`config.mk`:
```
export PLATFORM = sky130hd
export DESIGN_NAME = tick_driven_bcd_timer
export DESIGN_NICKNAME = d
export VERILOG_FILES = /design/src/rtl/tick_driven_bcd_timer.sv
export SDC_FILE = /design/constraint.sdc
export NUM_CORES = 1
export LEC_CHECK = 0
export ABC_AREA = 1
export ABC_CLOCK_PERIOD_IN_PS = 1820
export CAP_MARGIN = 20
export CELL_PAD_IN_SITES_DETAIL_PLACEMENT = 1
export CELL_PAD_IN_SITES_GLOBAL_PLACEMENT = 1
export CORE_MARGIN = 4
export CORE_UTILIZATION = 35
export DETAILED_ROUTE_END_ITERATION = 12
export HOLD_SLACK_MARGIN = 0.08
export PLACE_DENSITY_LB_ADDON = 0.1
export SLEW_MARGIN = 20
export SYNTH_ARGS = -nofsm -noshare
export SYNTH_HDL_FRONTEND = slang
export SYNTH_SLANG_ARGS = --single-unit
```
`constraint.sdc`:
```
create_clock -name clk -period 1.82 [get_ports clk]
set_clock_uncertainty 0.2 [all_clocks]
set_input_delay 0.455 -clock clk [delete_from_list [all_inputs] [get_ports clk]]
set_output_delay 0.455 -clock clk [all_outputs]
set_load 0.02 [all_outputs]
```
`src/rtl/tick_driven_bcd_timer.sv`:
```
// MM:SS BCD up-timer advanced by an upstream periodic tick.
// Start/pause/clear FSM with a target latched at start and a done/alarm flag.
module tick_driven_bcd_timer #(
  parameter int unsigned TICKS_PER_SEC = 1
) (
  input  logic        clk,
  input  logic        rst_n,
  input  logic        tick,
  input  logic        start,
  input  logic        pause,
  input  logic        clear,
  input  logic [13:0] target,
  output logic [3:0]  sec_ones,
  output logic [2:0]  sec_tens,
  output logic [3:0]  min_ones,
  output logic [2:0]  min_tens,
  output logic [1:0]  state,
  output logic        done,
  output logic        alarm,
  output logic        wrap
);

  localparam logic [1:0] S_IDLE  = 2'd0;
  localparam logic [1:0] S_RUN   = 2'd1;
  localparam logic [1:0] S_PAUSE = 2'd2;
  localparam logic [1:0] S_DONE  = 2'd3;

  localparam logic [7:0] P_LAST = 8'(TICKS_PER_SEC - 1);

  logic [1:0]  r_state;
  logic [1:0]  w_state_n;
  logic [7:0]  r_presc;
  logic [7:0]  w_presc_n;
  logic [3:0]  r_so;
  logic [3:0]  w_so_n;
  logic [2:0]  r_st;
  logic [2:0]  w_st_n;
  logic [3:0]  r_mo;
  logic [3:0]  w_mo_n;
  logic [2:0]  r_mt;
  logic [2:0]  w_mt_n;
  logic [13:0] r_tgt;
  logic [13:0] w_tgt_n;
  logic        r_done;
  logic        w_done_n;
  logic        r_alarm;
  logic        w_alarm_n;
  logic        r_wrap;
  logic        w_wrap_n;

  logic        w_is_run;
  logic        w_do_pause;
  logic        w_do_start;
  logic        w_tick_ok;
  logic        w_sec_step;
  logic        w_presc_step;

  logic        w_c0;
  logic        w_c1;
  logic        w_c2;
  logic        w_c3;
  logic [3:0]  w_inc_so;
  logic [2:0]  w_inc_st;
  logic [3:0]  w_inc_mo;
  logic [2:0]  w_inc_mt;
  logic        w_match;

  // Commands decoded with clear > pause > start priority.
  assign w_is_run     = (r_state == S_RUN);
  assign w_do_pause   = pause & ~clear & w_is_run;
  assign w_do_start   = start & ~clear & ~pause & ~w_is_run;
  assign w_tick_ok    = tick & w_is_run & ~clear & ~pause;
  assign w_sec_step   = w_tick_ok & (r_presc == P_LAST);
  assign w_presc_step = w_tick_ok & (r_presc != P_LAST);

  assign w_c0 = (r_so == 4'd9);
  assign w_c1 = w_c0 & (r_st == 3'd5);
  assign w_c2 = w_c1 & (r_mo == 4'd9);
  assign w_c3 = w_c2 & (r_mt == 3'd5);

  assign w_inc_so = w_c0 ? 4'd0 : r_so + 4'd1;
  assign w_inc_st = w_c0 ? (w_c1 ? 3'd0 : r_st + 3'd1) : r_st;
  assign w_inc_mo = w_c1 ? (w_c2 ? 4'd0 : r_mo + 4'd1) : r_mo;
  assign w_inc_mt = w_c2 ? (w_c3 ? 3'd0 : r_mt + 3'd1) : r_mt;

  // A rollover to 00:00 never counts as reaching the target.
  assign w_match = ~w_c3 &
    ({w_inc_mt, w_inc_mo, w_inc_st, w_inc_so} == r_tgt);

  always_ff @(posedge clk or negedge rst_n) begin
    if (!rst_n) begin
      r_state <= S_IDLE;
    end else begin
      r_state <= w_state_n;
    end
  end

  always_comb begin
    w_state_n = r_state;
    unique case (1'b1)
      clear:                  w_state_n = S_IDLE;
      w_do_pause:             w_state_n = S_PAUSE;
      w_do_start:             w_state_n = S_RUN;
      (w_sec_step & w_match): w_state_n = S_DONE;
      default:                w_state_n = r_state;
    endcase
  end

  always_comb begin
    w_presc_n = r_presc;
    w_so_n    = r_so;
    w_st_n    = r_st;
    w_mo_n    = r_mo;
    w_mt_n    = r_mt;
    w_tgt_n   = r_tgt;
    w_alarm_n = 1'b0;
    w_wrap_n  = 1'b0;
    unique case (1'b1)
      clear: begin
        w_presc_n = 8'd0;
        w_so_n    = 4'd0;
        w_st_n    = 3'd0;
        w_mo_n    = 4'd0;
        w_mt_n    = 3'd0;
      end
      w_do_start: begin
        if (r_state != S_PAUSE) begin
          w_presc_n = 8'd0;
          w_so_n    = 4'd0;
          w_st_n    = 3'd0;
          w_mo_n    = 4'd0;
          w_mt_n    = 3'd0;
          w_tgt_n   = target;
        end
      end
      w_sec_step: begin
        w_presc_n = 8'd0;
        w_so_n    = w_inc_so;
        w_st_n    = w_inc_st;
        w_mo_n    = w_inc_mo;
        w_mt_n    = w_inc_mt;
        w_alarm_n = w_match;
        w_wrap_n  = w_c3;
      end
      w_presc_step: begin
        w_presc_n = r_presc + 8'd1;
      end
      default: begin
        w_presc_n = r_presc;
      end
    endcase
  end

  assign w_done_n = (w_state_n == S_DONE);

  always_ff @(posedge clk or negedge rst_n) begin
    if (!rst_n) begin
      r_presc <= 8'd0;
      r_so    <= 4'd0;
      r_st    <= 3'd0;
      r_mo    <= 4'd0;
      r_mt    <= 3'd0;
      r_tgt   <= 14'd0;
      r_done  <= 1'b0;
      r_alarm <= 1'b0;
      r_wrap  <= 1'b0;
    end else begin
      r_presc <= w_presc_n;
      r_so    <= w_so_n;
      r_st    <= w_st_n;
      r_mo    <= w_mo_n;
      r_mt    <= w_mt_n;
      r_tgt   <= w_tgt_n;
      r_done  <= w_done_n;
      r_alarm <= w_alarm_n;
      r_wrap  <= w_wrap_n;
    end
  end

  assign sec_ones = r_so;
  assign sec_tens = r_st;
  assign min_ones = r_mo;
  assign min_tens = r_mt;
  assign state    = r_state;
  assign done     = r_done;
  assign alarm    = r_alarm;
  assign wrap     = r_wrap;

endmodule
```
==> results.toml, run 1 <==
[global_route]
grt_util_all_layers = 0.191
via_count_of_the_first_global_routing_pass = 2702
grt_antenna_before_repair = 0
grt_max_degree = 42
grt_first_pass_wirelength_um = 12800
globalRouteOverflowTotal = 0

[clocking]
clock_sink_count = 41
cts_root_buffer = "sky130_fd_sc_hd__clkbuf_8"
clock_tree_from_tritoncts = "built"
htree_levels = 2
cts_buffer_depth = 2
cts-buffers-inserted = 5
clk_transition_reported_paths_ns = 0.08
clock_insertion_delay_worst_skew_ns = 0.30

[worst_setup_path]
critPathCaptureType = "register"
setup.worst_path.start_class = "register"
critical-path-slowest-cell = "sky130_fd_sc_hd__dfrtp_2"
criticalPathCategory = "register to register"
crit_chain = "inv_2, ha_4, nand2_4, inv_4, nand3_4, nor2_4, o21ai_2, nand2_4, nand2_1, nand2_2, nand4_1, nor2_4, nor2_4, nor2_2"
critical_path.most_common_cell = "sky130_fd_sc_hd__nor2_4"
worst-endpoint-arrival_ns = 2.14
crit_start = "sec_tens[1]"
path_delay_family = "simple AND/OR/NAND/NOR gates"
critical_path.max_stage_delay_ns = 0.41
worst-endpoint-required_ns = 1.85
worst_r2r_startpoint = "sec_tens[1]"
critPathMaxFanout = 7
critical_path.n_buffers_inverters = 2

[placement]
gp_congestion = 0.784
detailedPlacementHpwl_um = 5680
post_dp_cell_area_mm2 = 0.00341
numPortBuffers = 38

[hold_path]
hold_path.startpoint = "clear"
hold_path.class = "input pin to register"

[sta]
final_clock_period_utilization_by_the_worst_path = 1.16
clock.fmax_mhz = 475
finalCriticalPeriod_ns = 2.11
timing.final.max_slew_violations = 0
setup_repair_after_global_routing_missed_its_margin = "true"
layout_setup_ws_ns = -0.287
worst_slew_pin_slew_ns = 0.379
slew-limit-headroom = 0.747
total_negative_slack_for_setup_checks_ns = -0.853
final_hold_viol_count = 0
fin_hold_ws_ns = 0.326
setup_violations = 4

[power_and_ir_drop]
power.density_cell_area_mw_per_mm2 = 528
ir_drop_mv = 0.310
power.static_leakage_nw = 1.95
power_mw = 2.05

[synthesis]
syn_inst = 322
synth_cell_type_count = 32
postSynth.topFlopCell = "sky130_fd_sc_hd__dfrtp_1"
syn_avg_cell_area_um2 = 7.54
postSynthRegisterBits = 41
number_of_enable_type_register_cells_in_the_synthesized_netlist = 0
syn_area_mm2 = 0.00243
ys.warnings.count = 0
synthesis.nets = 350
postSynth.asyncResetShare = 1.00
synth-seq-area-share = 0.423

[routing]
ant_nets = 0
drt-vias-per-instance = 4.86
wl_per_cell_um = 15.3
drt_pass1_iterations = 4
drc = 0
initialDrtViolationCount = 62
detailroute.via_count = 2551
detail_route.wirelength_um = 8030

[cells_and_area]
post_route_cells_drive_above_1_share = 0.422
most-common-layout-cells = "70 x sky130_fd_sc_hd__buf_4, 66 x sky130_fd_sc_hd__nand2_1, 35 x sky130_fd_sc_hd__inv_1, 35 x sky130_fd_sc_hd__dfrtp_1, 27 x sky130_fd_sc_hd__nor2_1"
nets = 472
final_common_cell = "sky130_fd_sc_hd__buf_4"
n_fill_cell = 830
finish.instance_area_mm2 = 0.00389
antenna_cells_inserted = 0
area_growth_syn_to_layout_pct = 60.2
utilization = 0.576

[floorplanning]
num_rows = 30
fp.dieArea_mm2 = 0.00833
die_h_um = 91.3
core_mm2 = 0.00676
design.portCount = 39
initial_core_util = 0.359
die_w_um = 91.3

[outcome]
outcome = "complete, but fails checks"
violations = "setup timing"

[run]
timing.max_cap.violations = 0
[power breakdown]
part           switching (mW)  leakage [nW]  internal, mW
Sequential             0.0496         0.520         0.986
Combinational           0.229          1.38         0.179
Clock                   0.342        0.0450         0.267
Total                   0.621          1.95          1.43
[synth_stat cells (4+ instances only)]
| cell type | number | share of area |
|---|---|---|
| sky130_fd_sc_hd__nand2_1 | 90 | 0.14 |
| sky130_fd_sc_hd__inv_1 | 45 | 0.070 |
| sky130_fd_sc_hd__dfrtp_1 | 41 | 0.42 |
| sky130_fd_sc_hd__nor2_1 | 34 | 0.053 |
| sky130_fd_sc_hd__nand3_1 | 27 | 0.056 |
| sky130_fd_sc_hd__a21oi_1 | 14 | 0.029 |
| sky130_fd_sc_hd__o21ai_0 | 9 | 0.019 |
| sky130_fd_sc_hd__ha_1 | 8 | 0.041 |
| sky130_fd_sc_hd__o22ai_1 | 8 | 0.021 |
| sky130_fd_sc_hd__nor2_2 | 5 | 0.013 |
| sky130_fd_sc_hd__nor3_1 | 4 | 0.0082 |
[area by class of cell]
class	count	area [µm²]	area share
well taps	80	100	0.0257
flip-flops and latches	41	1030	0.266
repair buffers	119	1000	0.258
clock buffers	6	72.6	0.0187
clock inverters	2	10.0	0.00257
multi-input cells	230	1480	0.382
inverters	47	185	0.0476
[stage by stage]
stage	std cells	setup WS, ns
2_1_floorplan	322	-0.149
3_5_place_dp	496	-0.654
4_1_cts	513	-0.248
3_3_place_gp	496	-0.522
6_report	525	-0.287
5_1_grt	525	-0.424
[per-layer routing]
layer / vias up / global-route usage / share of wire
met4: 0 / 0.0364 / 0.016
met3: 11 / 0.0307 / 0.024
li1: 1272 / - / -
met1: 1234 / 0.240 / 0.43
met5: - / 0 / 0
met2: 34 / 0.345 / 0.53
[state kept, by name, summed over array words and instances (netlist names)]
signal	count
r_presc	8
sec_ones	4
alarm	1
done	1
min_ones	4
wrap	1
sec_tens	3
state	2
r_tgt	14
min_tens	3
[path summary, 6_finish.rpt]
path                                to  cells after the start  slack, ns
min reg2reg                   r_tgt[0]                      1       0.34
min in group asynchronous     r_tgt[1]                      3       0.45
min                           state[0]                      3       0.33
max in group asynchronous  sec_tens[1]                      3       0.71
max reg2reg                       done                     14      -0.29
max                               done                     14      -0.29
[worst reg2reg max path: stages, from the launching register on]
cell	delay (ns)
sky130_fd_sc_hd__dfrtp_2	0.41
sky130_fd_sc_hd__inv_2	0.08
sky130_fd_sc_hd__ha_4	0.13
sky130_fd_sc_hd__nand2_4	0.06
sky130_fd_sc_hd__inv_4	0.07
sky130_fd_sc_hd__nand3_4	0.12
sky130_fd_sc_hd__nor2_4	0.17
sky130_fd_sc_hd__o21ai_2	0.10
sky130_fd_sc_hd__nand2_4	0.08
sky130_fd_sc_hd__nand2_1	0.06
sky130_fd_sc_hd__nand2_2	0.08
sky130_fd_sc_hd__nand4_1	0.18
sky130_fd_sc_hd__nor2_4	0.19
sky130_fd_sc_hd__nor2_4	0.05
sky130_fd_sc_hd__nor2_2	0.08
[logic make-up after synthesis]
kind of cell / synth area share
AND/OR/NAND/NOR: 0.337
adder cells (fa/ha/maj): 0.0412
XOR/XNOR: 0.0144
flip-flops: 0.423
multiplexers: 0.0139
buffers and inverters: 0.0794
AO/OA/AOI/OAI: 0.0912
[what timing repair did]
item / in CTS / in global routing
pin swaps: 17 / 26
hold buffers: 1 / 0
endpoints found under the setup margin: 56 / 38
resized for setup: 56 / 76
buffers inserted: 8 / 15
hold endpoints to repair: 41 / 0
Power figures use the tool's default switching activity.
==> inputs of run 2 (changes only) <==
SKIP_LAST_GASP = 1   (was not set)
==> run 2 against run 1 <==
Net effect:
- the run still ends with setup timing left
- non-clock buffer count down 1
- register-to-register slack worse by 0.02 ns
- combinational power about the same
- total power down 0.26%
- cell count down 0.19%
- maximum frequency down 1.0%
- flip-flop and latch count unchanged
- routed wire length about the same
- via count down 0.16%
- core utilization down 0.22 points
- global-route usage about the same
- critical path depth up 1
- critical endpoint unchanged
- largest cell class unchanged
==> results.toml, run 2 (synthesis results as in run 1) <==
[sta]
setup_violations = 5
setup_repair_after_global_routing_missed_its_margin = "true"
timing.final.max_slew_violations = 0
slew-limit-headroom = 0.742
final_clock_period_utilization_by_the_worst_path = 1.17
layout_setup_ws_ns = -0.309
final_hold_viol_count = 0
clock.fmax_mhz = 470
fin_hold_ws_ns = 0.343
finalCriticalPeriod_ns = 2.13
worst_slew_pin_slew_ns = 0.387

[clocking]
clock_sink_count = 41
clk_transition_reported_paths_ns = 0.08
cts_root_buffer = "sky130_fd_sc_hd__clkbuf_8"
clock_tree_from_tritoncts = "built"
cts_buffer_depth = 2
clock_insertion_delay_worst_skew_ns = 0.30
cts-buffers-inserted = 5
htree_levels = 2

[placement]
dp_worst_setup_slack_ns = -0.654
detailedPlacementHpwl_um = 5680
post_dp_cell_area_mm2 = 0.00341
numPortBuffers = 38
placed_cells = 496
gp_congestion = 0.784

[floorplanning]
num_rows = 30
design.portCount = 39
die_w_um = 91.3
initial_core_util = 0.359
fp.dieArea_mm2 = 0.00833
die_h_um = 91.3
core_mm2 = 0.00676

[outcome]
outcome = "complete, but fails checks"
violations = "setup timing"

[routing]
drc = 0
drt_pass1_iterations = 4
ant_nets = 0
wl_per_cell_um = 15.3
detail_route.wirelength_um = 8030
initialDrtViolationCount = 70
detailroute.via_count = 2547
drt-vias-per-instance = 4.86

[cells_and_area]
post_route_cells_drive_above_1_share = 0.410
seq_area_mm2 = 0.00103
multiInputGateArea_mm2 = 0.00147
antenna_cells_inserted = 0
register_ranked_first_by_flip_flop_count = "r_tgt"
largest_registers = "r_tgt: 14 flops, r_presc: 8 flops"
finish.instance_area_mm2 = 0.00387
nets = 471
final_common_cell = "sky130_fd_sc_hd__buf_4"
most-common-layout-cells = "70 x sky130_fd_sc_hd__buf_4, 67 x sky130_fd_sc_hd__nand2_1, 35 x sky130_fd_sc_hd__inv_1, 35 x sky130_fd_sc_hd__dfrtp_1, 28 x sky130_fd_sc_hd__nor2_1"
n_fill_cell = 835
area_growth_syn_to_layout_pct = 59.6
largest_register_ff_count = 14
layoutNonFillerInstCount = 524

[global_route]
grt_first_pass_wirelength_um = 12700
globalRouteOverflowTotal = 0
grt_max_degree = 42
grt_util_all_layers = 0.191
grt_antenna_before_repair = 0
via_count_of_the_first_global_routing_pass = 2704

[power_and_ir_drop]
share_clk_of_total_power = 0.295
power.density_cell_area_mw_per_mm2 = 529
power.static_leakage_nw = 1.94
net-switching-power_uw = 615
power.switching_fraction = 0.300
share_comb_of_total_power = 0.200
power.sequential.fraction = 0.505
p_int_mw = 1.43
ir_drop_mv = 0.310

[worst_setup_path]
critPathMaxFanout = 7
worst-endpoint-arrival_ns = 2.16
criticalPathCategory = "register to register"
setup.worst_path.start_class = "register"
worst-endpoint-required_ns = 1.85
critPathCaptureType = "register"

[hold_path]
hold_path.class = "register to register"

[run]
timing.max_cap.violations = 0
==> run 2: repair_timing <==
item                                   4_1_cts  5_1_grt
resized for setup                           53       73
setup buffers                                8       14
gates cloned                                 0        0
pin swaps                                   17       24
setup endpoints to repair                   56       39
endpoints found under the hold margin       41        0
hold buffers                                 1        0
==> run 2: layer usage <==
layer,up-vias,global-route usage,wire [µm]
li1,1270,-,-
met1,1245,0.239,3460
met2,26,0.345,4350
met3,6,0.0307,160
met4,0,0.0364,54
met5,-,0,0
==> run 2: power by group through the flow <==
stage	Combinational [mW]	Sequential (mW)	Clock (mW)
2_1_floorplan	0.193	1.04	0
3_3_place_gp	0.361	1.05	0
3_5_place_dp	0.373	1.05	0
4_1_cts	0.377	1.03	0.624
5_1_grt	0.454	1.05	0.667
6_report	0.409	1.03	0.604
==> run 2: path summary, 6_finish.rpt <==
check                         endpoint  cells after the start         from  slack [ns]
min in group asynchronous     r_tgt[1]                      3        rst_n        0.45
max reg2reg                       done                     15  sec_tens[0]       -0.31
max in group asynchronous  sec_tens[1]                      3        rst_n        0.72
max                               done                     15  sec_tens[0]       -0.31
min reg2reg                   r_tgt[0]                      1     r_tgt[0]        0.34
min                           r_tgt[0]                      1     r_tgt[0]        0.34
==> run 2: worst max-delay path, cell delays in order (launching register included) <==
cell	delay, ns
sky130_fd_sc_hd__dfrtp_2	0.43
sky130_fd_sc_hd__ha_4	0.17
sky130_fd_sc_hd__nand2_4	0.08
sky130_fd_sc_hd__inv_4	0.04
sky130_fd_sc_hd__nand3_4	0.12
sky130_fd_sc_hd__nor2_4	0.06
sky130_fd_sc_hd__buf_6	0.12
sky130_fd_sc_hd__nand2_1	0.11
sky130_fd_sc_hd__nand2_1	0.07
sky130_fd_sc_hd__nor2_1	0.11
sky130_fd_sc_hd__nand2_1	0.08
sky130_fd_sc_hd__nor2_2	0.10
sky130_fd_sc_hd__nand3_2	0.10
sky130_fd_sc_hd__nor2_4	0.15
sky130_fd_sc_hd__nor2_4	0.05
sky130_fd_sc_hd__nor2_2	0.07
==> run 2: area by class of cell <==
type,instances,area share
Clock buffer,6,0.0187
Clock inverter,2,0.00258
Inverter,47,0.0484
Multi-Input combinational cell,230,0.380
Sequential cell,41,0.267
Tap cell,80,0.0258
Timing Repair Buffer,118,0.258
==> run 2: stage by stage <==
| step | setup TNS [ns] | power, mW | util |
|---|---|---|---|
| after floorplan | -0.324 | 1.24 | - |
| after global placement | -15.82 | 1.41 | 0.505 |
| after detailed placement | -18.45 | 1.42 | 0.505 |
| after CTS | -0.857 | 2.03 | 0.533 |
| after global routing | -1.97 | 2.17 | 0.573 |
| final | -0.925 | 2.05 | 0.573 |
==> inputs of run 3 (changes only) <==
GPL_TIMING_DRIVEN = 0   (was not set)
==> run 3 against run 2 <==
Net effect:
- via count decreased by 7.0%
- critical path type unchanged
- the flow still finishes with violations (setup timing)
- clock-buffer cell count decreased by 1
- flip-flop and latch count unchanged
==> results.toml, run 3 (synthesis results as in run 1) <==
[outcome]
outcome = "complete, but fails checks"
violations = "setup timing"

[sta]
layout_setup_ws_ns = -0.352
setup_violations = 6
clock.fmax_mhz = 460
final_hold_viol_count = 0
timing.final.max_slew_violations = 0
setup_repair_after_global_routing_missed_its_margin = "true"
finalCriticalPeriod_ns = 2.17
slew-limit-headroom = 0.636
worst_slew_pin_slew_ns = 0.547
fin_hold_ws_ns = 0.256
final_clock_period_utilization_by_the_worst_path = 1.19
total_negative_slack_for_setup_checks_ns = -1.12

[cells_and_area]
nets = 418
antenna_cells_inserted = 0
largest_registers = "r_tgt: 14 flops, r_presc: 8 flops"
final_common_cell = "sky130_fd_sc_hd__nand2_1"
post_route_cells_drive_above_1_share = 0.256
utilization = 0.514
n_fill_cell = 834
most-common-layout-cells = "81 x sky130_fd_sc_hd__nand2_1, 37 x sky130_fd_sc_hd__inv_1, 34 x sky130_fd_sc_hd__dfrtp_1, 28 x sky130_fd_sc_hd__nor2_1, 22 x sky130_fd_sc_hd__nand3_1"
finish.instance_area_mm2 = 0.00347
largest_register_ff_count = 14
multiInputGateArea_mm2 = 0.00138
seq_area_mm2 = 0.00103
layoutNonFillerInstCount = 471
area_growth_syn_to_layout_pct = 43.0
register_ranked_first_by_flip_flop_count = "r_tgt"

[worst_setup_path]
worst_r2r_path_depth = 14
critical-path-slowest-cell = "sky130_fd_sc_hd__dfrtp_2"
cp_num_cells = 14
worst-endpoint-required_ns = 1.86
setup.worst_path.start_class = "register"
worst_r2r_startpoint = "sec_tens[0]"
crit_chain = "ha_4, nand2_4, inv_4, nand3_4, nor2_4, nand2_1, nand2_1, nor2_1, nand2_1, nor2_2, nand3_2, nor2_4, nor2_2, nor2_2"
critical_path.n_buffers_inverters = 1
worst-endpoint-arrival_ns = 2.21
reg2reg_setup_slack_ns = -0.35
critical_path.max_stage_delay_ns = 0.44
path_delay_family = "simple AND/OR/NAND/NOR gates"
critPathCaptureType = "register"
criticalPathCategory = "register to register"
crit_start = "sec_tens[0]"
critPathMaxFanout = 8

[power_and_ir_drop]
power_mw = 2.32
ir_drop_mv = 0.303
power.density_cell_area_mw_per_mm2 = 669
power.static_leakage_nw = 1.76

[global_route]
grt_most_used_layer = "met2"
global_route.usage.met2 = 0.335
grt_first_pass_wirelength_um = 12500
grt_max_degree = 23
grt_antenna_before_repair = 0
use_met3 = 0.0365
grt_use_met1 = 0.228
via_count_of_the_first_global_routing_pass = 2621
grt_util_all_layers = 0.188
globalRouteOverflowTotal = 0

[floorplanning]
design.portCount = 39
core_mm2 = 0.00676
die_w_um = 91.3
die_h_um = 91.3
fp.dieArea_mm2 = 0.00833
num_rows = 30
initial_core_util = 0.359

[placement]
dp_worst_setup_slack_ns = -0.960
post_dp_cell_area_mm2 = 0.00298
placed_cells = 441
detailedPlacementHpwl_um = 5260
gp_congestion = 0.777
numPortBuffers = 38

[routing]
detailroute.via_count = 2369
ant_nets = 0
initialDrtViolationCount = 66
drt-vias-per-instance = 5.03
drt_pass1_iterations = 4
wl_per_cell_um = 15.8
detail_route.wirelength_um = 7420
drc = 0

[clocking]
cts_buffer_depth = 2
clk_transition_reported_paths_ns = 0.09
clock_insertion_delay_worst_skew_ns = 0.30
cts-buffers-inserted = 5
htree_levels = 2
clock_sink_count = 41
cts_root_buffer = "sky130_fd_sc_hd__clkbuf_8"
clock_tree_from_tritoncts = "built"

[hold_path]
hold_path.class = "input pin to register"
hold_path.startpoint = "clear"
min_delay_path_depth = 2

[run]
timing.max_cap.violations = 0
run 3: cell types whose count changed in the layout (fill, tap and decap cells not counted), moves of 6 or more:
cell,delta
sky130_fd_sc_hd__dlygate4sd2_1,+12
sky130_fd_sc_hd__nand2_1,+14
sky130_fd_sc_hd__buf_4,-51
sky130_fd_sc_hd__nand2_2,-10
sky130_fd_sc_hd__nand3_2,-6
run 3: routing by layer:
layer / routed length [µm] / part of all wire
met4: 68 / 0.0092
met1: 3220 / 0.43
met5: 0 / 0
met3: 201 / 0.027
met2: 3930 / 0.53
run 3: power breakdown:
group / leakage (nW) / switching (mW) / internal (mW) / total, mW
Clock: 0.0687 / 0.354 / 0.553 / 0.907
Sequential: 0.518 / 0.0486 / 0.986 / 1.03
Combinational: 1.17 / 0.210 / 0.170 / 0.380
run 3: timing repair:
action | CTS | global route
hold endpoints to repair | 19 | 0
resized for setup | 58 | 24
setup buffers | 14 | 6
cloned | 0 | 1
setup endpoints to repair | 56 | 38
hold buffers | 1 | 0
pin swaps | 15 | 11
run 3: area by class of cell:
type | count | share of cell area
multi-input cells | 230 | 0.398
flip-flops and latches | 41 | 0.298
repair buffers | 61 | 0.163
inverters | 47 | 0.0541
well taps | 80 | 0.0288
clock buffers | 5 | 0.0198
clock inverters | 3 | 0.0198
plain buffers | 4 | 0.0184
run 3: final timing paths:
path / end
min in group asynchronous: r_tgt[9]
worst max-delay path: done
max in group asynchronous: sec_ones[0]
worst max register to register: done
worst min-delay path: state[0]
worst min register to register: r_tgt[0]
